`src/rtl/calc_pkg.sv`:
```
`default_nettype none
// ============================================================================
// Module   : calc_pkg
// Purpose  : Shared opcode and FSM state encodings for the calculator front end
// Revision : 1.0  initial release
// ============================================================================
package calc_pkg;

    localparam logic [1:0] OP_ADD = 2'b00;
    localparam logic [1:0] OP_SUB = 2'b01;
    localparam logic [1:0] OP_MUL = 2'b10;
    localparam logic [1:0] OP_DIV = 2'b11;

    typedef enum logic [1:0] {
        ST_IDLE = 2'b00,
        ST_EXEC = 2'b01,
        ST_DONE = 2'b10
    } calc_state_t;

endpackage
`default_nettype wire

```
`src/rtl/calc_iter_counter.sv`:
```
`default_nettype none
// ============================================================================
// Module   : calc_iter_counter
// Purpose  : Saturating iteration counter for the multi-cycle MUL/DIV sequences
// Revision : 1.0  initial release
// ============================================================================
module calc_iter_counter #(
    parameter int WIDTH = 8,
    parameter int CNT_W = $clog2(WIDTH)
) (
    input  logic             clk,
    input  logic             rstn,
    input  logic             clr,
    input  logic             en,
    output logic [CNT_W-1:0] cnt,
    output logic             last
);

    localparam logic [CNT_W-1:0] C_LAST = CNT_W'(WIDTH - 1);

    assign last = (cnt == C_LAST);

    // Holds at the final index so the debug step output never wraps
    always_ff @(posedge clk or negedge rstn) begin
        if (!rstn) begin
            cnt <= '0;
        end else if (clr) begin
            cnt <= '0;
        end else if (en && !last) begin
            cnt <= cnt + CNT_W'(1);
        end
    end

endmodule
`default_nettype wire

```
`src/rtl/calc_op_sequencer.sv`:
```
`default_nettype none
// ============================================================================
// Module   : calc_op_sequencer
// Purpose  : Request/response sequencer for add, sub, shift-add mul, restoring div
// Revision : 1.0  initial release
// ============================================================================
module calc_op_sequencer
    import calc_pkg::*;
#(
    parameter int   WIDTH = 8,
    localparam int  CNT_W = $clog2(WIDTH)
) (
    input  logic               clk,
    input  logic               rstn,
    input  logic               req_valid,
    output logic               req_ready,
    input  logic [1:0]         req_op,
    input  logic [WIDTH-1:0]   req_a,
    input  logic [WIDTH-1:0]   req_b,
    output logic               rsp_valid,
    input  logic               rsp_ready,
    output logic [2*WIDTH-1:0] rsp_result,
    output logic               rsp_div0,
    output logic               busy,
    output logic [CNT_W-1:0]   step
);

    calc_state_t          r_state;
    logic [1:0]           r_op;
    logic [WIDTH-1:0]     r_a;
    logic [WIDTH-1:0]     r_b;
    logic [2*WIDTH-1:0]   r_acc;

    logic                 w_accept;
    logic                 w_last;
    logic [CNT_W-1:0]     w_step;
    logic [WIDTH:0]       w_mul_sum;
    logic [WIDTH:0]       w_mul_hi;
    logic [2*WIDTH-1:0]   w_mul_next;
    logic [WIDTH:0]       w_div_shift;
    logic [WIDTH-1:0]     w_div_diff;
    logic                 w_div_ge;
    logic [2*WIDTH-1:0]   w_div_next;
    logic [2*WIDTH-1:0]   w_result;

    assign w_accept  = req_valid && (r_state == ST_IDLE);
    assign req_ready = (r_state == ST_IDLE);
    assign busy      = (r_state != ST_IDLE);
    assign step      = w_step;

    calc_iter_counter #(
        .WIDTH (WIDTH),
        .CNT_W (CNT_W)
    ) u_iter_counter (
        .clk  (clk),
        .rstn (rstn),
        .clr  (w_accept),
        .en   (r_state == ST_EXEC),
        .cnt  (w_step),
        .last (w_last)
    );

    // MUL: r_acc = {partial product, remaining multiplier bits}
    assign w_mul_sum  = {1'b0, r_acc[2*WIDTH-1:WIDTH]} + {1'b0, r_a};
    assign w_mul_hi   = r_acc[0] ? w_mul_sum : {1'b0, r_acc[2*WIDTH-1:WIDTH]};
    assign w_mul_next = {w_mul_hi, r_acc[WIDTH-1:1]};

    // DIV: r_acc = {partial remainder, dividend bits shifting into quotient}
    assign w_div_shift = {r_acc[2*WIDTH-1:WIDTH], r_acc[WIDTH-1]};
    assign w_div_ge    = (w_div_shift >= {1'b0, r_b});
    assign w_div_diff  = w_div_shift[WIDTH-1:0] - r_b;
    assign w_div_next  = {(w_div_ge ? w_div_diff : w_div_shift[WIDTH-1:0]),
                          r_acc[WIDTH-2:0], w_div_ge};

    always_comb begin
        w_result = r_acc;
        case (r_op)
            OP_ADD:  w_result = {{WIDTH{1'b0}}, r_a} + {{WIDTH{1'b0}}, r_b};
            OP_SUB:  w_result = {{WIDTH{1'b0}}, r_a} - {{WIDTH{1'b0}}, r_b};
            default: w_result = r_acc;
        endcase
    end

    always_ff @(posedge clk or negedge rstn) begin
        if (!rstn) begin
            r_state    <= ST_IDLE;
            r_op       <= OP_ADD;
            r_a        <= '0;
            r_b        <= '0;
            r_acc      <= '0;
            rsp_valid  <= 1'b0;
            rsp_result <= '0;
            rsp_div0   <= 1'b0;
        end else begin
            case (r_state)
                ST_IDLE: begin
                    if (req_valid) begin
                        r_op     <= req_op;
                        r_a      <= req_a;
                        r_b      <= req_b;
                        rsp_div0 <= 1'b0;
                        case (req_op)
                            OP_MUL: begin
                                r_acc   <= {{WIDTH{1'b0}}, req_b};
                                r_state <= ST_EXEC;
                            end
                            OP_DIV: begin
                                if (req_b == '0) begin
                                    r_acc   <= {req_a, {WIDTH{1'b1}}};
                                    r_state <= ST_DONE;
                                end else begin
                                    r_acc   <= {{WIDTH{1'b0}}, req_a};
                                    r_state <= ST_EXEC;
                                end
                            end
                            default: r_state <= ST_DONE;
                        endcase
                    end
                end
                ST_EXEC: begin
                    r_acc <= (r_op == OP_MUL) ? w_mul_next : w_div_next;
                    if (w_last) begin
                        r_state <= ST_DONE;
                    end
                end
                ST_DONE: begin
                    // First DONE cycle registers the response; later cycles wait for the consumer
                    if (!rsp_valid) begin
                        rsp_valid  <= 1'b1;
                        rsp_result <= w_result;
                        rsp_div0   <= (r_op == OP_DIV) && (r_b == '0);
                    end else if (rsp_ready) begin
                        rsp_valid <= 1'b0;
                        r_state   <= ST_IDLE;
                    end
                end
                default: r_state <= ST_IDLE;
            endcase
        end
    end

endmodule
`default_nettype wire

```
`config.mk`:
```
export PLATFORM = sky130hd
export DESIGN_NAME = calc_op_sequencer
export DESIGN_NICKNAME = d
export VERILOG_FILES = /design/src/rtl/calc_pkg.sv /design/src/rtl/calc_iter_counter.sv /design/src/rtl/calc_op_sequencer.sv
export SDC_FILE = /design/constraint.sdc
export NUM_CORES = 1
export LEC_CHECK = 0
export ABC_CLOCK_PERIOD_IN_PS = 2750
export BUFFER_PORTS_ARGS = -buffer_cell sky130_fd_sc_hd__buf_2
export CAP_MARGIN = 15
export CORE_UTILIZATION = 60
export DETAILED_ROUTE_END_ITERATION = 10
export PLACE_DENSITY_LB_ADDON = 0.1
export SLEW_MARGIN = 10
export SYNTH_ARGS = -nofsm -noshare
export SYNTH_HDL_FRONTEND = slang
export SYNTH_HIERARCHICAL = 1
export SYNTH_SLANG_ARGS = --single-unit
```
`constraint.sdc`:
```
create_clock -name clk -period 2.75 [get_ports clk]
set_clock_uncertainty 0.05 [all_clocks]
set_input_delay 0.1375 -clock clk [delete_from_list [all_inputs] [get_ports clk]]
set_output_delay 0.1375 -clock clk [all_outputs]
set_load 0.005 [all_outputs]
```
### Word-level counts from Yosys, hierarchy flattened

Cells that the tools add are included.

| word-level totals | value |
|---|---|
| word-level logic and storage cells | 69 |
| bits of input ports | 22 |
| register bits | 57 |

| operators by class | value |
|---|---|
| mux-type cells | 22 |
| add/subtract/negate cells | 5 |
| bitwise operators | 1 |
| reductions and logical operators | 17 |
| equal/unequal tests | 14 |
| $lt $le $gt $ge | 1 |

Operator list:

| operator | count |
|---|---|
| case mux 16 bit (2 select lines) | 3 |
| two-way mux 16 bit | 3 |
| adder 8 x 8 -> 9 bit | 2 |
| zero test 8 bit | 2 |
| equality test 2 bit, second input constant | 5 |
| two-way mux 2 bit | 5 |
| != test 2 bit, second input constant | 5 |
| greater-or-equal comparator 9 x 8 -> 1 bit | 1 |
| two-way mux 9 bit | 1 |
| subtractor 8 x 8 -> 9 bit | 1 |
| two-way mux 8 bit | 1 |
| nonzero test 2 bit | 4 |
| subtractor 8 bit | 1 |
| two-way mux 3 bit | 2 |
| case mux 2 bit (3 select lines) | 1 |
| AND reduction 3 bit | 2 |
| equality test 2 x 1 -> 1 bit, second input constant | 2 |
| zero test 2 bit | 2 |
| two-way mux 1 bit | 4 |
| case mux 2 bit (2 select lines) | 1 |
| AND reduction 2 bit | 2 |
| AND reduction 4 bit | 1 |
| adder 3 x 1 -> 3 bit, second input constant | 1 |
| equality test 3 bit, second input constant | 1 |
| 5 further kinds | 7 |

### Longest topological paths before layout

Gate-level depths: netlist (run 1).

| depth | value |
|---|---|
| depth in word-level cells | 5 |
| gate-level depth with buffers | 10 |
| depth with buffers taken out | 10 |

### Hierarchy

The synthesis (run 1) kept the hierarchy.

Modules (own cells, without submodules):

| module | area each (um2) | seq. area each (um2) | instances | cells an instance |
|---|---|---|---|---|
| calc_op_sequencer | 3977.6 | 1351.3 | 1 | 461 |
| calc_iter_counter | 183.9 | 75.1 | 1 | 15 |

### Worst setup path before layout (run 1)

Ideal clock, no wire load.

| path | value |
|---|---|
| path kind | register -> register |
| from | register r_acc[8] |
| to | register r_acc[13] |
| required time | 2567 ps |
| data arrival time | 2016 ps |
| setup slack | 551 ps |
| setup time | 133 ps |
| cell stages (with the launch flop) | 10 |
| period minus slack after synthesis | 2199 ps |
| cell sequence | dfrtp_1 > ha_1 > fa_1 > a211oi_1 > o21ai_0 > a21oi_1 > xnor2_1 > mux2_2 > nand3_1 > o211ai_1 |

| between the ends | value |
|---|---|
| cells in the longest elaborated chain, start to end | 4 |
| elaborated cells on any way between the ends | 7 |
| those cells by class | add/sub: 2; order compare: 1; mux: 4 |

Ends and longest elaborated chain:

| item | line | text |
|---|---|---|
| start, declared | calc_op_sequencer.sv:32 | `logic [2*WIDTH-1:0] r_acc;` |
| start signal, assigned | calc_op_sequencer.sv:104 | `r_acc <= {{WIDTH{1'b0}}, req_b};` |
| start signal, assigned | calc_op_sequencer.sv:109 | `r_acc <= {req_a, {WIDTH{1'b1}}};` |
| start signal, assigned | calc_op_sequencer.sv:112 | `r_acc <= {{WIDTH{1'b0}}, req_a};` |
| subtractor 8 bit (tied with other cells) | calc_op_sequencer.sv:71 | `assign w_div_diff = w_div_shift[WIDTH-1:0] - r_b;` |
| two-way mux 8 bit or two-way mux 9 bit (tied branches) | calc_op_sequencer.sv:72, calc_op_sequencer.sv:65 |  |
| two-way mux 16 bit (*) | calc_op_sequencer.sv:121 | `r_acc <= (r_op == OP_MUL) ? w_mul_next : w_div_next;` |
| case mux 16 bit (2 select lines) (*) | calc_op_sequencer.sv:95 | `case (r_state)` |

Mark *: on every way between the ends. The rest lies on a longest branch, timed or not.
A chain may end at the register's enable or synchronous reset.

### Worst setup path after layout (run 1)

| path | value |
|---|---|
| from | register r_b[1] |
| to | register r_acc[10] |

| between the ends | value |
|---|---|
| cells in the longest elaborated chain, start to end | 4 |
| elaborated cells on any way between the ends | 5 |
| those cells by class | add/sub: 1; order compare: 1; mux: 3 |

Ends and longest elaborated chain:

| item | line | text |
|---|---|---|
| start, declared | calc_op_sequencer.sv:31 | `logic [WIDTH-1:0] r_b;` |
| start signal, assigned | calc_op_sequencer.sv:100 | `r_b <= req_b;` |
| subtractor 8 bit or greater-or-equal comparator 9 x 8 -> 1 bit (tied branches) | calc_op_sequencer.sv:71, calc_op_sequencer.sv:70 |  |
| two-way mux 8 bit (*) | calc_op_sequencer.sv:72 | `assign w_div_next = {(w_div_ge ? w_div_diff : w_div_shift[WIDTH-1:0]),` |
| two-way mux 16 bit (*) | calc_op_sequencer.sv:121 |  |
| case mux 16 bit (2 select lines) (*) | calc_op_sequencer.sv:95 |  |
| end signal, assigned | calc_op_sequencer.sv:104 |  |
| end signal, assigned | calc_op_sequencer.sv:109 |  |
| end signal, assigned | calc_op_sequencer.sv:121 |  |

Marked as above.

==> results_dict.tcl, run 1 <==
set metrics [dict create \
    crit_path_start "r_b[1]" \
    crit_path_end_kind "flop" \
    die_h_um 85.3 \
    clk_pin_slew_worst_paths_ns 0.07 \
    busiest_layer "met2" \
    fmax_ghz 0.393 \
    synthArstFlopShare_pct 100 \
    coreArea_um2 6530 \
    mostFrequentLayoutCells "nand2_1, dfrtp_1, buf_2" \
    fin_nets 587 \
    period_needed_ns 2.54 \
    cts_root_buffer "clkbuf_8" \
    min_from "req_b[5]" \
    critPathArrivalTime_ns 2.72 \
    antenna_found_initial 0 \
    crit_chain "inv_1 > ha_1 > a311o_1 > o21ai_2 > nand3_2 > mux2i_1 > a21oi_1 > a221o_1" \
    cp_top_family "compound AO/OA/AOI/OAI gates" \
    tightest_slew_ns 1.03 \
    slowest_stage "dfrtp_1" \
    rows 29 \
    status "complete, no violations" \
    fin_crit_sh_pct 92.4 \
    diodes 0 \
    whs_ns 0.0122 \
    post_cts_buffers 0 \
    p_leak_nw 2.20 \
    drv_cap 0 \
    drive_above_1_share_pct 17.5 \
    initial_utilization_pct 63.7 \
    syn_avg_cell_area_um2 8.74 \
    synthToLayoutAreaGrowth_pct 14.1 \
    rsz0062_at_grt "false" \
    synth_edf_count 0 \
    viasPerCell 6.31 \
    finalSetupViolCount 0 \
    synth_seq_area_share_pct 34.3 \
    required_ns 2.93 \
    grt.total_usage_pct 34.2 \
    ys_ff_latch 57 \
    ys_warn_count 6 \
    grt_pass1_wl_um 19000 \
    powerDensity_nw_per_um2 1450 \
    fin_setup_tns_ns 0 \
    die_area_um2 7270 \
    met1_usage_pct 46.3 \
    grt_max_degree 44 \
    io_pins 45 \
    use_met2_pct 53.2 \
    drt_wl_total_um 11300 \
    syn_inst 476 \
    numCtsBuffers 9 \
    port_buffers 44 \
    htreeDepth 3 \
    drt_iter0_markers 239 \
    irDropWorstVdd_mv 0.873 \
    yosysUniqueCellTypes 59 \
    synthFlopType "dfrtp_1" \
    crit_fanout 11 \
    path_class "flop to flop" \
    slew_headroom_pct 31.4 \
    routabilityCongestion 0.980 \
    timing.rr.start "r_b[1]" \
    post_drt_wl_per_cell_um 18.7 \
    max_stage_delay_ns 0.54 \
    hp-class "primary input to flop" \
    worst-path-buf-inv 1 \
    maxSlewViolCount 0 \
    dr.pass1.iters 5 \
    dp_hpwl_um 8410 \
    met3_usage_pct 7.59 \
    final_common_cell "nand2_1" \
    clk_latency_ns 0.34 \
    clockBufferDepth 2 \
    hold_violations 0 \
    route.vias.total 3838 \
    die_w_um 85.3 \
    synth.cell_area_um2 4160 \
    grt_overflow_total 0 \
    antenna_left 0 \
    grt_pass1_vias 3789 \
    drc 0 \
    cts_tree "yes" \
    syn_nets 536 \
    clock-sinks 57 \
    startpoint_type "flop" \
]
==> per-stage QoR <==
step                      area, µm²  power (W)  cells  setup slack, ns  utilization [%]
after floorplan                4160    0.00482    476            0.551                -
after detailed placement       4450    0.00589    586            0.218             68.1
after CTS                      4740    0.00680    608            0.199             72.5
after global placement         4450    0.00578    586            0.276             68.1
final                          4750    0.00690    608            0.208             72.7
after global routing           4750    0.00749    608           0.0185             72.7
==> report_power, final <==
part / leakage [nW] / total (W) / switching (W) / internal [W]
Clock: 0.104 / 0.000872 / 0.000344 / 0.000528
Sequential: 0.690 / 0.00180 / 0.000561 / 0.00124
Combinational: 1.41 / 0.00423 / 0.00238 / 0.00185
==> tightest hold or removal path, stage by stage <==
cell     delay, ns
buf_2         0.12
nand2_1       0.05
o21ai_0       0.06
==> cells by family after synthesis <==
kind of cell | count (synthesis) | synth area share (%)
DFF | 57 | 34.3
muxes | 25 | 6.46
AOI/OAI and AO/OA | 139 | 21.6
xor gates and xnor gates | 14 | 2.95
adders and majority gates | 38 | 12.1
buffers and inverters | 44 | 4.78
and+or+nand+nor | 159 | 17.8
==> worst paths after layout <==
path | depth (start not counted) | slack, ns | to
min | 3 | 0.01 | r_b[5]
max reg2reg | 8 | 0.21 | r_acc[10]
min in group asynchronous | 2 | 0.47 | rsp_result[7]
max in group asynchronous | 3 | 1.41 | r_acc[8]
min reg2reg | 2 | 0.43 | rsp_result[6]
max | 8 | 0.21 | r_acc[10]
==> Yosys cell counts (all sizes together), types with 5 or more instances <==
| master | count | share of area (%) |
|---|---|---|
| nand2b | 13 | 2.0 |
| xor2 | 10 | 2.1 |
| mux2i | 13 | 3.1 |
| dfrtp | 57 | 34 |
| inv | 20 | 1.8 |
| buf | 7 | 1.4 |
| mux2 | 12 | 3.3 |
| nor2 | 43 | 3.9 |
| nand3 | 12 | 1.6 |
| o221ai | 8 | 1.7 |
| a21o | 5 | 0.90 |
| a31oi | 9 | 1.4 |
| clkbuf | 16 | 1.5 |
| o211ai | 5 | 0.90 |
| a21oi | 33 | 4.0 |
| ha | 34 | 10 |
| nand2 | 63 | 5.7 |
| o21ai | 42 | 5.3 |
| nor3 | 6 | 0.72 |
==> state kept, by name (all words and copies together), names as in the netlist <==
signal,cells
r_a,8
r_acc,16
r_b,8
r_op,2
r_state,2
rsp_div0,1
rsp_result,16
rsp_valid,1
u_iter_counter/cnt,3
==> layer usage <==
metal  part of all wire [%]  up-vias
met2                     46      180
met1                     43     1807
met3                    8.2       30
met5                      0        -
li1                       -     1821
met4                    2.9        0
==> cell type report <==
| class | count | area (µm²) |
|---|---|---|
| Clock inverter | 5 | 80.1 |
| Sequential cell | 57 | 1430 |
| Tap cell | 77 | 96.3 |
| Clock buffer | 10 | 138 |
| Timing Repair Buffer | 63 | 380 |
| Multi-Input combinational cell | 375 | 2550 |
| Inverter | 21 | 78.8 |
| Fill cell | 500 | 1780 |
==> repair_timing <==
action	in CTS	in global routing
hold buffers	7	0
setup endpoints to repair	0	8
endpoints found under the hold margin	47	0
gates resized for setup	0	1
Power figures use the tool's default switching activity.
==> run 2, diff against run 1 <==
--- a/config.mk
+++ b/config.mk
@@ -5,10 +5,11 @@
 export SDC_FILE = /design/constraint.sdc
 export NUM_CORES = 1
 export LEC_CHECK = 0
-export ABC_CLOCK_PERIOD_IN_PS = 2750
+export ABC_AREA = 1
+export ABC_CLOCK_PERIOD_IN_PS = 3300
 export BUFFER_PORTS_ARGS = -buffer_cell sky130_fd_sc_hd__buf_2
 export CAP_MARGIN = 15
-export CORE_UTILIZATION = 60
+export CORE_UTILIZATION = 65
 export DETAILED_ROUTE_END_ITERATION = 10
 export PLACE_DENSITY_LB_ADDON = 0.1
 export SLEW_MARGIN = 10
==> constraint.sdc (replaced) <==
create_clock -name clk -period 3.3 [get_ports clk]
set_clock_uncertainty 0.05 [all_clocks]
set_input_delay 0.165 -clock clk [delete_from_list [all_inputs] [get_ports clk]]
set_output_delay 0.165 -clock clk [all_outputs]
set_load 0.005 [all_outputs]
==> run 2 against run 1 <==
Net effect: critical path depth up 4; routed wire length increased by 14%; power shrank 9.2%; sequential share of layout area fell by 1.4 points; fmax is 15% higher.
==> results_dict.tcl, run 2 <==
set metrics [dict create \
    final_cells 751 \
    grt_overflow_total 0 \
    final_common_cell "nand2_1" \
    synth.cell_area_um2 4550 \
    powerDensity_nw_per_um2 1260 \
    drt_wl_total_um 12900 \
    ys_ff_latch 57 \
    r2r_slack_ns 1.08 \
    crit_path_end_kind "flop" \
    irDropWorstVdd_mv 0.573 \
    post-place-cells 734 \
    drive_above_1_share_pct 13.0 \
    dp_hpwl_um 9730 \
    port_buffers 44 \
    synth_seq_area_share_pct 31.4 \
    rows 30 \
    antenna_found_initial 0 \
    synth_area_leader_cell "dfrtp_1" \
    crit_fanout 6 \
    coreArea_um2 6760 \
    htreeDepth 3 \
    io_pins 45 \
    grt_pass1_wl_um 21300 \
    antenna_left 0 \
    synthArstFlopShare_pct 100 \
    ys_warn_count 6 \
    maxSlewViolCount 0 \
    grt_max_degree 42 \
    clock-sinks 57 \
    clockBufferDepth 2 \
    path_class "flop to flop" \
    initial_utilization_pct 67.3 \
    post_drt_wl_per_cell_um 17.2 \
    fin_setup_tns_ns 0 \
    p_leak_nw 2.60 \
    cts_root_buffer "clkbuf_8" \
    drt_iter0_markers 403 \
    status "complete, no violations" \
    yosysMostFrequentCell "nand2_1" \
    fmax_ghz 0.451 \
    numCtsBuffers 9 \
    synthToLayoutAreaGrowth_pct 9.55 \
    critPathArrivalTime_ns 2.44 \
    cts_hold_buf 1 \
    drc 0 \
    ys_top_cells_by_count "nand2_1, inv_1, dfrtp_1" \
    die_area_um2 7330 \
    drv_cap 0 \
    slew_headroom_pct 40.0 \
    hp-class "primary input to flop" \
    cts_resized 0 \
    largest_registers "r_acc: 16 flops, rsp_result: 16 flops" \
    grt.total_usage_pct 37.9 \
    fin_nets 726 \
    required_ns 3.52 \
    tightest_slew_ns 0.900 \
    cts_tree "yes" \
    post_cts_buffers 0 \
    syn_nets 689 \
    syn_inst 629 \
    syn_avg_cell_area_um2 7.23 \
    rsz0062_at_grt "false" \
    synth_edf_count 0 \
    mostFrequentLayoutCells "nand2_1, inv_1, dfrtp_1" \
    diodes 0 \
    grt_pass1_vias 4296 \
    viasPerCell 6.12 \
    die_w_um 85.6 \
    fin_util_pct 73.7 \
    clk_pin_slew_worst_paths_ns 0.08 \
    synthFlopType "dfrtp_1" \
    yosysUniqueCellTypes 49 \
    period_needed_ns 2.22 \
    routabilityCongestion 0.970 \
    dr.pass1.iters 5 \
    synth_top_cell_area_share_pct 31.4 \
    route.vias.total 4598 \
    ys_top_cells_by_area "dfrtp_1, nand2_1, ha_1" \
    finalSetupViolCount 0 \
    die_h_um 85.6 \
    fin_crit_sh_pct 67.1 \
    hold_violations 0 \
    startpoint_type "flop" \
    clk_latency_ns 0.34 \
]
-- run 2: changes by cell type in the layout (fill, tap and decap cells not counted), sizes merged, moves of 7 or more --
| cell | delta |
|---|---|
| nand2b | -13 |
| mux2 | -12 |
| nand2 | +78 |
| inv | +72 |
| o21ai | +13 |
| nand4 | +8 |
| nand3 | +31 |
| buf | -8 |
| a2bb2oi | +8 |
| mux2i | -13 |
| a21oi | +29 |
| a31oi | -7 |
| nor2 | +10 |
-- run 2: path summary, 6_finish.rpt --
kind | endpoint | depth (start not counted) | start
hold / removal | r_op[0] | 3 | req_op[0]
hold reg to reg | rsp_result[1] | 2 | rsp_result[1]
setup / recovery | r_acc[10] | 12 | r_b[1]
max in group asynchronous | r_a[2] | 3 | rstn
min in group asynchronous | rsp_result[5] | 2 | rstn
setup reg to reg | r_acc[10] | 12 | r_b[1]
-- run 2: layer usage --
layer  GRT usage [%]  up-vias  wire length, µm
li1                -     2180                -
met1            54.5     2078             5540
met2            56.7      298             5620
met3            6.45       42             1370
met4            15.9        0              388
met5               0        -                0
-- run 2: logic make-up (layout without fill, tap and decap cells) --
group                      Yosys count  count (layout)  synth area share, %
AOI/OAI and AO/OA                  158             158                 20.9
xor gates and xnor gates             6               6                 1.16
adders and majority gates           38              38                 11.1
buffers and inverters              115             157                 11.0
DFF                                 57              57                 31.4
and+or+nand+nor                    255             255                 24.4
-- run 2: critical path, stage by stage (launching register included) --
cell and delay, ns:
dfrtp_1 0.52, inv_1 0.16, ha_1 0.33, nand2_1 0.07, nor2_1 0.13, nand2_1 0.07, nand3_1 0.13, nand3_2 0.18
nand3_1 0.12, nand3_1 0.11, nand2_1 0.10, nand2_1 0.06, a21oi_2 0.12
-- run 2: power by group --
part	internal (W)	switching (W)
clock	0.000432	0.000319
combinational	0.00147	0.00255
sequential	0.00103	0.000466
total	0.00293	0.00334
-- run 2: stage by stage --
| step | hold WS [ns] | area (µm²) | total power, W | setup slack [ns] |
|---|---|---|---|---|
| 2_1_floorplan | -0.181 | 4550 | 0.00440 | 1.45 |
| 3_3_place_gp | 0.282 | 4740 | 0.00530 | 1.13 |
| 3_5_place_dp | 0.299 | 4740 | 0.00537 | 1.12 |
| 4_1_cts | 0.00139 | 4980 | 0.00616 | 1.11 |
| 5_1_grt | 0.0312 | 4980 | 0.00686 | 0.868 |
| 6_report | 0.0172 | 4980 | 0.00627 | 1.08 |
-- run 2: layout make-up --
type,count,area (µm²)
multi-input cells,457,2620
fillers,542,1780
flip-flops and latches,57,1430
inverters,92,349
repair buffers,49,260
clock buffers,9,124
clock inverters,7,103
well taps,80,100
